`config.mk`:
```
export PLATFORM = sky130hd
export DESIGN_NAME = keypad_entry_flat
export DESIGN_NICKNAME = d
export VERILOG_FILES = /design/src/rtl/keypad_entry_pkg.sv /design/src/rtl/keypad_entry_if.sv /design/src/rtl/keypad_entry_scan.sv /design/src/rtl/keypad_entry.sv /design/src/flat_wrapper.sv
export SDC_FILE = /design/constraint.sdc
export NUM_CORES = 1
export LEC_CHECK = 0
export BUFFER_PORTS_ARGS = -buffer_cell sky130_fd_sc_hd__buf_2
export CORE_MARGIN = 5
export CORE_UTILIZATION = 35
export CTS_BUF_LIST = sky130_fd_sc_hd__clkbuf_8
export DETAILED_ROUTE_END_ITERATION = 8
export GPL_TIMING_DRIVEN = 0
export PLACE_DENSITY_LB_ADDON = 0.1
export RECOVER_POWER = 25
export SKIP_LAST_GASP = 1
export SLEW_MARGIN = 10
export SYNTH_ARGS = -nofsm -noshare
export SYNTH_HDL_FRONTEND = slang
export SYNTH_SLANG_ARGS = --single-unit
```
`constraint.sdc`:
```
create_clock -name CP -period 5.38 [get_ports CP]
set_input_delay 1.076 -clock CP [delete_from_list [all_inputs] [get_ports CP]]
set_output_delay 1.076 -clock CP [all_outputs]
set_load 0.02 [all_outputs]
```
`src/rtl/keypad_entry_pkg.sv`:
```
// keypad_entry_pkg
//   Shared constants and helpers for the keypad entry block.
//   - key codes for the non-digit keys
//   - KEY_NONE: 5-bit scan-result encoding for "no key pressed"
//   - BCD upper limits used when validating a committed time
//   - commit_ok(): validity test for a six-digit hh:mm:ss entry
//   - is_repeatable(): keys that auto-repeat when KEYPAD_REPEAT_EN is defined
package keypad_entry_pkg;

    localparam logic [3:0] KEY_COMMIT = 4'd10;
    localparam logic [3:0] KEY_CLEAR  = 4'd11;
    localparam logic [3:0] KEY_MODE   = 4'd12;
    localparam logic [3:0] KEY_BKSP   = 4'd13;

    // Scan result: bit 4 set means no key. Any real key code {row,col}
    // compares lower than KEY_NONE, so "lowest pressed key" is a plain min().
    typedef logic [4:0] scan_t;
    localparam scan_t KEY_NONE = 5'h10;

    localparam logic [7:0] BCD_HOUR_MAX   = 8'h23;
    localparam logic [7:0] BCD_MINSEC_MAX = 8'h59;

    localparam logic [2:0] DIGITS = 3'd6;

    function automatic logic commit_ok(input logic [23:0] e, input logic [2:0] cnt);
        logic ok;
        ok = (cnt == DIGITS) &&
             (e[23:16] <= BCD_HOUR_MAX) &&
             (e[15:8]  <= BCD_MINSEC_MAX) &&
             (e[7:0]   <= BCD_MINSEC_MAX);
        for (int i = 0; i < 6; i++)
            if (e[i*4 +: 4] > 4'd9) ok = 1'b0;
        return ok;
    endfunction

    function automatic logic is_repeatable(input logic [3:0] c);
        return (c <= 4'd9) || (c == KEY_BKSP);
    endfunction

endpackage

```
`src/rtl/keypad_entry_if.sv`:
```
// keypad_entry_if
//   Bundles the keypad matrix lines and the decoded/assembled outputs of
//   keypad_entry.
//   master : the keypad_entry block (samples row, drives everything else)
//   slave  : keypad model / display / time counters (drives row)
//   Signals: row[3:0], col[3:0], key_code[3:0], key_valid, entry[23:0],
//            hour[7:0], minute[7:0], second[7:0], load, err, NUM[1:0]
interface keypad_entry_if;
    logic [3:0]  row;
    logic [3:0]  col;
    logic [3:0]  key_code;
    logic        key_valid;
    logic [23:0] entry;
    logic [7:0]  hour;
    logic [7:0]  minute;
    logic [7:0]  second;
    logic        load;
    logic        err;
    logic [1:0]  NUM;

    modport master (
        input  row,
        output col, key_code, key_valid, entry, hour, minute, second,
               load, err, NUM
    );

    modport slave (
        output row,
        input  col, key_code, key_valid, entry, hour, minute, second,
               load, err, NUM
    );
endinterface

```
`src/rtl/keypad_entry_scan.sv`:
```
// keypad_entry_scan
//   Keypad scan and debounce: rotates a one-hot column strobe, synchronises
//   and samples the rows, reduces each full scan to the lowest pressed code,
//   debounces scan results and emits one key_valid pulse per accepted key.
//   Optional macro KEYPAD_REPEAT_EN: held digit/backspace keys re-pulse
//   after 32 full scans, then every 8 full scans.
//   Ports:
//     CP        in   clock
//     RST       in   synchronous reset, active-high
//     row[3:0]  in   raw keypad rows (asynchronous)
//     col[3:0]  out  one-hot column strobe
//     key_code  out  accepted key {row_idx, col_idx}
//     key_valid out  one-cycle pulse per accepted (or repeated) key
module keypad_entry_scan
    import keypad_entry_pkg::*;
#(
    parameter int SCAN_DIV  = 1000,
    parameter int DEB_SCANS = 4
) (
    input  logic       CP,
    input  logic       RST,
    input  logic [3:0] row,
    output logic [3:0] col,
    output logic [3:0] key_code,
    output logic       key_valid
);

    localparam int DW = (SCAN_DIV > 1) ? $clog2(SCAN_DIV) : 1;
    localparam int CW = $clog2(DEB_SCANS + 1);

    logic [DW-1:0] div;
    logic [1:0]    cidx;
    logic [3:0]    row_s1, row_s2;
    scan_t         acc;       // running minimum over the current scan
    scan_t         prev;      // previous full-scan result
    scan_t         acc_st;    // accepted (debounced) state
    logic [CW-1:0] deb;

    logic          last, scan_done, accept;
    scan_t         cand, result;
    logic [CW-1:0] deb_nxt;

    assign col = 4'b0001 << cidx;

    always_comb begin
        last      = (div == DW'(SCAN_DIV - 1));
        scan_done = last && (cidx == 2'd3);

        // Lowest pressed row in the active column gives the lowest code there.
        cand = KEY_NONE;
        if      (row_s2[0]) cand = {1'b0, 2'd0, cidx};
        else if (row_s2[1]) cand = {1'b0, 2'd1, cidx};
        else if (row_s2[2]) cand = {1'b0, 2'd2, cidx};
        else if (row_s2[3]) cand = {1'b0, 2'd3, cidx};

        result = (cand < acc) ? cand : acc;

        if (result != prev)
            deb_nxt = CW'(1);
        else if (deb == CW'(DEB_SCANS))
            deb_nxt = deb;
        else
            deb_nxt = deb + CW'(1);

        accept = scan_done && (deb_nxt == CW'(DEB_SCANS)) && (result != acc_st);
    end

`ifdef KEYPAD_REPEAT_EN
    logic [5:0] rpt_cnt;
    logic       rpt_first;   // still waiting for the long initial delay
`endif

    always_ff @(posedge CP) begin
        if (RST) begin
            div       <= '0;
            cidx      <= 2'd0;
            row_s1    <= 4'd0;
            row_s2    <= 4'd0;
            acc       <= KEY_NONE;
            prev      <= KEY_NONE;
            acc_st    <= KEY_NONE;
            deb       <= '0;
            key_code  <= 4'd0;
            key_valid <= 1'b0;
`ifdef KEYPAD_REPEAT_EN
            rpt_cnt   <= 6'd0;
            rpt_first <= 1'b1;
`endif
        end else begin
            key_valid <= 1'b0;
            row_s1    <= row;
            row_s2    <= row_s1;
            div       <= last ? '0 : div + DW'(1);

            if (last) begin
                cidx <= cidx + 2'd1;
                acc  <= scan_done ? KEY_NONE : result;
            end

            if (scan_done) begin
                prev <= result;
                deb  <= deb_nxt;
                if (accept) begin
                    acc_st <= result;
                    if (!result[4]) begin
                        key_code  <= result[3:0];
                        key_valid <= 1'b1;
                    end
                end
`ifdef KEYPAD_REPEAT_EN
                // Repeat timing counts full scans that still see the
                // accepted key; any other result restarts the long delay.
                if (accept) begin
                    rpt_cnt   <= 6'd0;
                    rpt_first <= 1'b1;
                end else if (!acc_st[4] && (result == acc_st) &&
                             is_repeatable(acc_st[3:0])) begin
                    if (rpt_cnt == (rpt_first ? 6'd31 : 6'd7)) begin
                        rpt_cnt   <= 6'd0;
                        rpt_first <= 1'b0;
                        key_valid <= 1'b1;
                    end else begin
                        rpt_cnt <= rpt_cnt + 6'd1;
                    end
                end else begin
                    rpt_cnt   <= 6'd0;
                    rpt_first <= 1'b1;
                end
`endif
            end
        end
    end

endmodule

```
`src/rtl/keypad_entry.sv`:
```
// keypad_entry
//   Keypad input block for the digital clock: scans a 4x4 matrix keypad,
//   debounces and decodes keys, assembles six BCD digits into an
//   hh:mm:ss value and loads it on commit; also steps the display
//   function number NUM.
//   Optional macro KEYPAD_REPEAT_EN (handled in keypad_entry_scan):
//   auto-repeat of held digit/backspace keys.
//   Ports:
//     CP   in  clock
//     RST  in  synchronous reset, active-high
//     bus  keypad_entry_if.master: row in; col, key_code, key_valid,
//          entry, hour, minute, second, load, err, NUM out
//   Key actions take effect on the cycle after key_valid.
module keypad_entry
    import keypad_entry_pkg::*;
#(
    parameter int SCAN_DIV  = 1000,
    parameter int DEB_SCANS = 4
) (
    input  logic           CP,
    input  logic           RST,
    keypad_entry_if.master bus
);

    logic [3:0]  col;
    logic [3:0]  key_code;
    logic        key_valid;

    logic [23:0] entry;
    logic [2:0]  cnt;
    logic [7:0]  hour, minute, second;
    logic        load, err;
    logic [1:0]  num;

    keypad_entry_scan #(
        .SCAN_DIV  (SCAN_DIV),
        .DEB_SCANS (DEB_SCANS)
    ) u_scan (
        .CP        (CP),
        .RST       (RST),
        .row       (bus.row),
        .col       (col),
        .key_code  (key_code),
        .key_valid (key_valid)
    );

    always_ff @(posedge CP) begin
        if (RST) begin
            entry  <= 24'd0;
            cnt    <= 3'd0;
            hour   <= 8'd0;
            minute <= 8'd0;
            second <= 8'd0;
            load   <= 1'b0;
            err    <= 1'b0;
            num    <= 2'd0;
        end else begin
            load <= 1'b0;
            err  <= 1'b0;
            if (key_valid) begin
                if (key_code <= 4'd9) begin
                    // Shift in newest digit; oldest falls off once full.
                    entry <= {entry[19:0], key_code};
                    cnt   <= (cnt == DIGITS) ? DIGITS : cnt + 3'd1;
                end else begin
                    case (key_code)
                        KEY_COMMIT: begin
                            if (commit_ok(entry, cnt)) begin
                                hour   <= entry[23:16];
                                minute <= entry[15:8];
                                second <= entry[7:0];
                                load   <= 1'b1;
                                entry  <= 24'd0;
                                cnt    <= 3'd0;
                            end else begin
                                err <= 1'b1;
                            end
                        end
                        KEY_CLEAR: begin
                            entry <= 24'd0;
                            cnt   <= 3'd0;
                        end
                        KEY_MODE: num <= num + 2'd1;
                        KEY_BKSP: begin
                            entry <= {4'h0, entry[23:4]};
                            cnt   <= (cnt == 3'd0) ? 3'd0 : cnt - 3'd1;
                        end
                        default: ;  // 14, 15: accepted but no action
                    endcase
                end
            end
        end
    end

    assign bus.col       = col;
    assign bus.key_code  = key_code;
    assign bus.key_valid = key_valid;
    assign bus.entry     = entry;
    assign bus.hour      = hour;
    assign bus.minute    = minute;
    assign bus.second    = second;
    assign bus.load      = load;
    assign bus.err       = err;
    assign bus.NUM       = num;

endmodule

```
`src/flat_wrapper.sv`:
```
// flat-port wrapper written by rule: the top's interface ports become plain ports
module keypad_entry_flat import keypad_entry_pkg::*;
#(
    parameter int SCAN_DIV  = 1000,
    parameter int DEB_SCANS = 4
)
  (CP, RST, bus_row, bus_col, bus_key_code, bus_key_valid, bus_entry, bus_hour, bus_minute, bus_second, bus_load, bus_err, bus_NUM);
  keypad_entry_if bus_i ();
  input  logic CP;
  input  logic RST;
  input wire logic [$bits(bus_i.row)-1:0] bus_row;
  output wire logic [$bits(bus_i.col)-1:0] bus_col;
  output wire logic [$bits(bus_i.key_code)-1:0] bus_key_code;
  output wire logic [$bits(bus_i.key_valid)-1:0] bus_key_valid;
  output wire logic [$bits(bus_i.entry)-1:0] bus_entry;
  output wire logic [$bits(bus_i.hour)-1:0] bus_hour;
  output wire logic [$bits(bus_i.minute)-1:0] bus_minute;
  output wire logic [$bits(bus_i.second)-1:0] bus_second;
  output wire logic [$bits(bus_i.load)-1:0] bus_load;
  output wire logic [$bits(bus_i.err)-1:0] bus_err;
  output wire logic [$bits(bus_i.NUM)-1:0] bus_NUM;
  assign bus_i.row = bus_row;
  assign bus_col = bus_i.col;
  assign bus_key_code = bus_i.key_code;
  assign bus_key_valid = bus_i.key_valid;
  assign bus_entry = bus_i.entry;
  assign bus_hour = bus_i.hour;
  assign bus_minute = bus_i.minute;
  assign bus_second = bus_i.second;
  assign bus_load = bus_i.load;
  assign bus_err = bus_i.err;
  assign bus_NUM = bus_i.NUM;
  keypad_entry #(.SCAN_DIV(SCAN_DIV), .DEB_SCANS(DEB_SCANS)) u_core (.CP(CP), .RST(RST), .bus(bus_i));
endmodule
```
==> impl_metrics.json, run 1 <==
{
  "min_to": "u_core.u_scan.row_s2[1]",
  "ir_drop_v": 0.000123,
  "cts_tree": "done",
  "cts-root-buf": "clkbuf_8",
  "htreeDepth": 3,
  "vias": 4213,
  "finalHoldViolations": 0,
  "clockBufferDepth": 2,
  "die_w_um": 126,
  "antenna_found_initial": 0,
  "syn_nets": 550,
  "worst_slack_ns": 1.30,
  "path_clk_slew_ns": 0.10,
  "n_antenna_cell": 0,
  "r2r_start": "u_core.u_scan.row_s2[3]",
  "syn-cell-area_um2": 4720,
  "drt-initial-drc-count": 251,
  "finalSetupViolCount": 0,
  "grt_setup_unrepaired": "no",
  "syn_area_per_cell_um2": 8.92,
  "synth_edf_count": 0,
  "post_cts_buffers": 0,
  "min_period_ns": 4.08,
  "routed_via_density": 5.36,
  "hold_path_depth": 1,
  "grt_start_max_net_pins": 17,
  "start_kind": "flip-flop",
  "setup.worst_path.class": "reg -> reg",
  "critPathMaxFanout": 8,
  "numPortBuffers": 65,
  "gp_congestion": 0.904,
  "crit_arrival_ns": 4.36,
  "ys_ff_latch": 98,
  "core_area_um2": 13200,
  "placed_cell_area_um2": 5270,
  "cts_resized": 0,
  "wl_per_cell_um": 17.0,
  "min_period_over_period_pct": 75.8,
  "crit_slowest_cell": "o21ai_0",
  "place_ws_ns": 1.33,
  "dominantRegCellSynth": "dfxtp_1",
  "fin_area_um2": 5460,
  "endpoint_kind": "flip-flop",
  "holdBufCountCts": 0,
  "cap_violations": 0,
  "ys_types": 65,
  "drcViolationCount": 0,
  "cts_buffers": 9,
  "drive_gt1_share_pct": 12.5,
  "tightest_slew_ns": 0.775,
  "ys_seq_area_share_pct": 41.6,
  "ant_nets": 0,
  "clk_latency_ns": 0.38,
  "die_area_um2": 15900,
  "ff2ff_path_depth": 11,
  "overflow": 0,
  "skew_ns": 0.0131,
  "syn2layout_area_growth_pct": 15.6,
  "finalNonFillerCells": 786,
  "nNetsFinal": 626,
  "powerDensity_nw_per_um2": 251,
  "reg2reg_to": "u_core.u_scan.key_code[0]",
  "worstHoldStart": "u_core.u_scan.row_s1[1]",
  "p_leak_nw": 2.01,
  "cp.required_ns": 5.66,
  "drv_slew": 0,
  "die_h_um": 126,
  "rows": 42,
  "firstDrtPassIters": 5,
  "clkSinkCount": 98,
  "place_hpwl_um": 9770,
  "fill_cells": 1392,
  "async_flop_share_pct": 0,
  "hold_path.class": "reg -> reg",
  "initial_utilization_pct": 35.6,
  "grt_pass1_wl_um": 21500,
  "io_pins": 67,
  "grt_use_total_pct": 16.7,
  "path_cells": "o21ai_0, inv_1, ha_1, a41oi_1, o21a_1, mux2i_2, xnor2_1, or4b_1, buf_6, nand3_4, mux2_4",
  "status": "completed",
  "max_stage_delay_ns": 0.59,
  "dp.cells": 770,
  "wl_um": 13400,
  "yosysWarnings": 0,
  "grt_pass1_vias": 3987,
  "critPathLaunch": "u_core.u_scan.row_s2[3]",
  "maxSlewHeadroom_pct": 47.9,
  "rrSetupSlack_ns": 1.30,
  "setup_tns_ns": 0,
  "syn_inst": 529,
  "fmax_ghz": 0.245
}
==> metrics by stage <==
step | hold slack [ns] | util (%) | power, mW
4_1_cts | 0.448 | 41.4 | 1.38
6_report | 0.444 | 41.2 | 1.37
5_1_grt | 0.463 | 41.2 | 1.43
3_3_place_gp | 0.420 | 39.8 | 0.847
3_5_place_dp | 0.427 | 39.8 | 0.848
2_1_floorplan | 0.414 | - | 0.821
==> Yosys cell counts (9+ instances only) <==
cell type | number | area share (%)
dfxtp_1 | 98 | 42
nor2_1 | 56 | 4.5
a21oi_1 | 48 | 5.1
a211oi_1 | 24 | 3.8
clkbuf_1 | 24 | 1.9
o21ai_0 | 23 | 2.4
a22oi_1 | 22 | 3.5
inv_1 | 22 | 1.7
mux2i_1 | 22 | 4.7
ha_1 | 15 | 4.0
nor2b_1 | 15 | 2.0
nand2_1 | 14 | 1.1
nand3_1 | 11 | 1.2
xor2_1 | 9 | 1.7
==> power by group <==
part           internal [mW]  switching [mW]  total [mW]
logic                 0.0336          0.0648      0.0985
clock network          0.261           0.274       0.535
registers              0.730         0.00373       0.733
==> final cells by class <==
class	count	area, µm²	area share [%]
Buffer	29	116	2.13
Clock buffer	9	124	2.27
Clock inverter	7	92.6	1.70
Inverter	23	87.6	1.61
Multi-Input combinational cell	379	2550	46.8
Sequential cell	98	1960	36.0
Tap cell	176	220	4.04
Timing Repair Buffer	65	299	5.48
==> placed cells by master, fill, tap and decap left out, types with 11 or more instances in the layout <==
master    count
nand2_1      14
ha_1         15
nor2b_1      15
o21ai_0      23
buf_2        44
inv_1        23
a211oi_1     24
mux2i_1      22
a22oi_1      22
nor2_1       56
nand3_1      11
clkbuf_1     45
dfxtp_1      98
a21oi_1      48
==> logic make-up (layout without fill, tap and decap cells) <==
| family | after synthesis | in the layout | synth area share [%] |
|---|---|---|---|
| adders and majority gates | 15 | 15 | 3.98 |
| and+or+nand+nor | 157 | 157 | 18.1 |
| DFF | 98 | 98 | 41.6 |
| buffers and inverters | 52 | 133 | 4.32 |
| AOI/OAI and AO/OA | 166 | 166 | 23.5 |
| xor gates and xnor gates | 16 | 16 | 2.97 |
| muxes | 25 | 25 | 5.51 |
==> critical path: cells and delay by family, from the launching register on <==
kind	cells	cell delay, ns
xor gates and xnor gates	1	0.17
adders and majority gates	1	0.36
AOI/OAI and AO/OA	3	1.26
DFF	1	0.36
and+or+nand+nor	2	0.63
muxes	2	0.82
buffers and inverters	2	0.39
==> per-layer routing <==
layer | track usage (%) | wire length, µm
met1 | 24.6 | 6770
met2 | 24.7 | 5690
met3 | 3.22 | 720
met4 | 5.36 | 176
met5 | 0 | 0
==> sequential cells by signal, indices dropped and copies added (netlist names) <==
name and count:
u_core.bus.entry 24, u_core.u_scan.prev 5, u_core.u_scan.row_s1 4, u_core.u_scan.cidx 2, u_core.bus.hour 8, u_core.bus.err 1, u_core.u_scan.acc 5, u_core.u_scan.acc_st 5
u_core.u_scan.key_code 4, u_core.bus.NUM 2, u_core.bus.second 8, u_core.bus.load 1, u_core.u_scan.key_valid 1, u_core.u_scan.row_s2 4, u_core.bus.minute 8, u_core.u_scan.div 10
u_core.u_scan.deb 3, u_core.cnt 3
==> worst max path at each step <==
stage                     depth (start not counted)                        end  slack, ns
after floorplan                                  11  u_core.u_scan.key_code[0]       1.94
after global placement                           11  u_core.u_scan.key_code[0]       1.41
after detailed placement                         11  u_core.u_scan.key_code[0]       1.33
after CTS                                        11  u_core.u_scan.key_code[0]       1.34
after global routing                             10    u_core.u_scan.acc_st[2]       0.95
final                                            11  u_core.u_scan.key_code[0]       1.30
Note: power is estimated with default switching activity, not from simulation.
==> inputs of run 2 (changes only) <==
Clock period 5.38 ns to 4.1 ns, I/O delays scaled along.
==> impl_metrics.json, run 2 (synthesis results as in run 1) <==
{
  "status": "completed",
  "finalSetupViolCount": 0,
  "antenna_found_initial": 0,
  "ff2ff_path_depth": 11,
  "routed_via_density": 5.35,
  "worstHoldStart": "u_core.u_scan.row_s1[1]",
  "finalHoldViolations": 0,
  "worst_path_most_repeated_cell": "a221oi_1",
  "clkSinkCount": 98,
  "die_area_um2": 15900,
  "wl_per_cell_um": 17.0,
  "grt_pass1_vias": 3987,
  "n_antenna_cell": 0,
  "ant_nets": 0,
  "drive_gt1_share_pct": 11.1,
  "initial_utilization_pct": 35.6,
  "die_h_um": 126,
  "hold_path.class": "reg -> reg",
  "ir_drop_v": 0.000162,
  "syn2layout_area_growth_pct": 15.7,
  "start_kind": "flip-flop",
  "post_cts_buffers": 0,
  "critPathLaunch": "u_core.u_scan.row_s2[0]",
  "place_hpwl_um": 9770,
  "firstDrtPassIters": 5,
  "cp.required_ns": 4.38,
  "fmax_ghz": 0.260,
  "reg_top3": "u_core.bus.entry: 24 flops, u_core.u_scan.div: 10 flops",
  "worst-path-buf-inv": 1,
  "path_clk_slew_ns": 0.10,
  "setup_tns_ns": 0,
  "min_period_over_period_pct": 93.8,
  "grt_start_max_net_pins": 17,
  "vias": 4208,
  "max_stage_delay_ns": 0.56,
  "die_w_um": 126,
  "core_area_um2": 13200,
  "largest_reg_flops": 24,
  "r2r_start": "u_core.u_scan.row_s2[0]",
  "holdBufCountCts": 0,
  "hold_slack_ns": 0.444,
  "clk_latency_ns": 0.38,
  "drcViolationCount": 0,
  "drv_slew": 0,
  "cts_tree": "done",
  "min_period_ns": 3.85,
  "htreeDepth": 3,
  "final_cell_mix": "dfxtp_1, nor2_1, clkbuf_1",
  "setup.worst_path.class": "reg -> reg",
  "skew_ns": 0.0136,
  "endpoint_kind": "flip-flop",
  "rrSetupSlack_ns": 0.25,
  "clockBufferDepth": 2,
  "drt-initial-drc-count": 280,
  "rows": 42,
  "grt_pass1_wl_um": 21500,
  "gp_congestion": 0.904,
  "regMostFlops": "u_core.bus.entry",
  "final_common_cell": "dfxtp_1",
  "overflow": 0,
  "cts_buffers": 9,
  "hold_path_depth": 1,
  "nNetsFinal": 626,
  "grt_setup_unrepaired": "no",
  "grt_use_total_pct": 16.7,
  "maxSlewHeadroom_pct": 47.8,
  "numPortBuffers": 65,
  "cp.depth": 11,
  "p_leak_nw": 1.99,
  "io_pins": 67,
  "powerDensity_nw_per_um2": 329,
  "final_util_pct": 41.3,
  "crit_slowest_cell": "a221oi_1",
  "path_cells": "nor2_1, o21ai_1, inv_1, ha_1, nand4_1, a211o_4, a221oi_1, a221oi_1, nor4b_4, nand3_4, mux2_4",
  "cap_violations": 0,
  "critPathMaxFanout": 7,
  "critical_path.top_delay_family": "compound AO/OA/AOI/OAI gates",
  "wl_um": 13400,
  "cts-root-buf": "clkbuf_8",
  "tightest_slew_ns": 0.777,
  "power_mw": 1.80,
  "crit_arrival_ns": 4.13
}
==> run 2: cell types whose count changed in the layout (fill, tap and decap cells not counted) <==
cell / before / now
buf_2: 44 / 36
clkbuf_1: 45 / 53
mux2i_2: 1 / 0
mux2i_4: 0 / 1
nor4b_2: 1 / 0
nor4b_4: 1 / 2
o21ai_0: 23 / 22
o21ai_1: 2 / 3
==> run 2: timing repair <==
| item | in CTS | in global routing |
|---|---|---|
| hold endpoints to repair | 0 | 0 |
| gates resized for setup | 0 | 3 |
| setup endpoints to repair | 0 | 10 |
==> run 2: path summary, 6_finish.rpt <==
path / end
setup / recovery: u_core.u_scan.key_code[0]
hold / removal: u_core.u_scan.row_s2[1]
setup reg to reg: u_core.u_scan.key_code[0]
hold reg to reg: u_core.u_scan.row_s2[1]
==> run 2: power by group <==
part	switching (mW)	leakage (nW)	total [mW]	internal [mW]
clock network	0.360	0.107	0.703	0.343
logic	0.0863	1.09	0.133	0.0463
registers	0.00495	0.791	0.962	0.957
total	0.451	1.99	1.80	1.35
==> run 2: worst reg2reg max path, delay by kind of cell (launching register included) <==
family,cells,cell delay (ns)
buf+inv,1,0.19
mux,1,0.31
fa+ha+maj,1,0.35
compound gates,4,1.50
simple gates,4,0.98
flops,1,0.44
==> run 2: routing by layer <==
metal  wire [µm]  GRT usage, %  vias up
met5           0             0        -
met4         152          5.36        0
met3         728          3.22       13
met2        5700          24.7      112
met1        6790          24.6     1996
li1            -             -     2087
==> run 2: metrics by stage <==
step / worst slack (ns) / instance area [µm²] / std cells
after global placement: 0.130 / 5270 / 770
after CTS: 0.0570 / 5480 / 786
after detailed placement: 0.0522 / 5270 / 770
final: 0.252 / 5460 / 786
after global routing: 0.0361 / 5460 / 786
after floorplan: 0.656 / 4720 / 529
==> run 2: layout make-up <==
type	instances	area (µm²)
tap	176	220
clock buffer	9	124
fill	1389	7780
multi-input combinational	379	2570
buffer	29	116
timing repair buffer	65	289
clock inverter	7	92.6
sequential	98	1960
inverter	23	87.6
==> inputs of run 3 (changes only) <==
Settings changed: BUFFER_PORTS_ARGS -buffer_cell sky130_fd_sc_hd__buf_2 to unset, DONT_BUFFER_PORTS set to 1.
==> impl_metrics.json, run 3 (synthesis results as in run 1) <==
{
  "powerDensity_nw_per_um2": 340,
  "fmax_ghz": 0.257,
  "clk_latency_ns": 0.39,
  "gp_congestion": 0.838,
  "cts_resized": 0,
  "antenna_found_initial": 0,
  "hold_path.class": "reg -> reg",
  "core_area_um2": 13200,
  "tightest_slew_ns": 0.801,
  "final_common_cell": "dfxtp_1",
  "worstHoldStart": "u_core.u_scan.row_s1[2]",
  "critPathMaxFanout": 8,
  "post_cts_buffers": 0,
  "grt_pass1_vias": 3717,
  "p_leak_nw": 1.75,
  "final_cell_mix": "dfxtp_1, nor2_1, a21oi_1",
  "reg2reg_to": "u_core.u_scan.key_code[0]",
  "finalSetupViolCount": 0,
  "combPwrFrac_pct": 7.4,
  "cp.required_ns": 4.38,
  "n_antenna_cell": 0,
  "fill_cells": 1363,
  "wl_per_cell_um": 18.2,
  "die_w_um": 126,
  "routed_via_density": 5.49,
  "ir_drop_v": 0.000130,
  "cts_buffers": 9,
  "io_pins": 67,
  "min_to": "u_core.u_scan.row_s2[2]",
  "cts-root-buf": "clkbuf_8",
  "clockBufferDepth": 2,
  "finalHoldViolations": 0,
  "drive_gt1_share_pct": 6.06,
  "p_int_mw": 1.29,
  "drv_slew": 0,
  "crit_arrival_ns": 4.17,
  "die_h_um": 126,
  "hold_slack_ns": 0.445,
  "power_mw": 1.75,
  "maxSlewHeadroom_pct": 46.2,
  "grt_start_max_net_pins": 18,
  "cap_violations": 0,
  "start_kind": "flip-flop",
  "hold_path_depth": 1,
  "multiInputGateArea_um2": 2570,
  "largest_reg_flops": 24,
  "grt_setup_unrepaired": "no",
  "min_period_ns": 3.89,
  "min_period_over_period_pct": 95.0,
  "die_area_um2": 15900,
  "skew_ns": 0.00973,
  "swShare_pct": 26.4,
  "fin_area_um2": 5160,
  "ff_latch_area_um2": 1960,
  "firstDrtPassIters": 5,
  "vias": 3959,
  "holdBufCountCts": 0,
  "syn2layout_area_growth_pct": 9.28,
  "nNetsFinal": 561,
  "reg_top3": "u_core.bus.entry: 24 flops, u_core.u_scan.div: 10 flops",
  "power_frac_clock_pct": 37.7,
  "ant_nets": 0,
  "overflow": 0,
  "place_hpwl_um": 9540,
  "sequentialPowerShare_pct": 54.9,
  "setup_tns_ns": 0,
  "grt_pass1_wl_um": 21100,
  "r2r_start": "u_core.u_scan.row_s2[3]",
  "wl_um": 13200,
  "rows": 42,
  "initial_utilization_pct": 35.6,
  "path_clk_slew_ns": 0.10,
  "placed_cell_area_um2": 4940,
  "drcViolationCount": 0,
  "cts_tree": "done",
  "status": "completed",
  "grt_use_total_pct": 16.4,
  "regMostFlops": "u_core.bus.entry",
  "clkSinkCount": 98,
  "htreeDepth": 3,
  "rrSetupSlack_ns": 0.21,
  "ff2ff_path_depth": 11,
  "drt-initial-drc-count": 303,
  "setup.worst_path.class": "reg -> reg",
  "p_sw_uw": 463,
  "numPortBuffers": 0,
  "endpoint_kind": "flip-flop"
}
run 3: cell types whose count changed in the layout (fill, tap and decap cells not counted):
cell,before,now
clkbuf_1,53,24
inv_8,0,1
buf_2,36,0
inv_1,23,22
clkinv_2,2,3
clkinvlp_4,2,1
inv_6,1,2
bufinv_16,2,1
run 3: how the worst max path moves through the flow:
stage / endpoint / cells past startpoint / startpoint
after floorplan: u_core.u_scan.key_code[0] / 11 / u_core.u_scan.row_s2[3]
after global placement: u_core.u_scan.key_code[0] / 11 / u_core.u_scan.row_s2[3]
after detailed placement: u_core.u_scan.key_code[0] / 11 / u_core.u_scan.row_s2[3]
after CTS: u_core.u_scan.key_code[0] / 11 / u_core.u_scan.row_s2[3]
after global routing: u_core.u_scan.key_code[3] / 10 / u_core.u_scan.row_s2[3]
final: u_core.u_scan.key_code[0] / 11 / u_core.u_scan.row_s2[3]
run 3: final cells by class:
cell class                 count  share of cell area [%]
multi-input combinational    379                    49.9
sequential                    98                    38.0
inverter                      23                    1.70
clock inverter                 7                    1.48
buffer                        29                    2.26
clock buffer                   9                    2.40
tap                          176                    4.27
run 3: power by group through the flow:
stage | clock (mW) | sequential (mW) | combinational (mW)
global placement | 0 | 0.984 | 0.125
global route | 0.726 | 0.964 | 0.143
detailed placement | 0 | 0.984 | 0.126
finish | 0.662 | 0.962 | 0.131
CTS | 0.684 | 0.962 | 0.127
floorplan | 0 | 0.983 | 0.0940
run 3: metrics by stage:
| stage | util (%) | worst slack, ns | instances |
|---|---|---|---|
| after global routing | 38.9 | 0.0151 | 721 |
| after CTS | 38.8 | 0.132 | 721 |
| after floorplan | - | 0.656 | 529 |
| after detailed placement | 37.3 | 0.152 | 705 |
| final | 38.9 | 0.207 | 721 |
| after global placement | 37.3 | 0.169 | 705 |
run 3: worst max-delay path, cell delays in order, from the launching register on:
cell	delay (ns)
dfxtp_1	0.37
or4_4	0.61
clkinv_2	0.13
ha_1	0.27
a41oi_1	0.33
o21a_1	0.38
mux2i_4	0.45
xnor2_1	0.18
or4b_1	0.56
buf_6	0.16
nand3_4	0.07
mux2_4	0.29
run 3: layer usage:
metal | wire (µm) | global-route usage (%) | vias to the layer above
met5 | 0 | 0 | -
li1 | - | - | 1949
met1 | 6700 | 24.7 | 1902
met4 | 239 | 5.68 | 0
met2 | 5540 | 23.3 | 91
met3 | 677 | 3.09 | 17
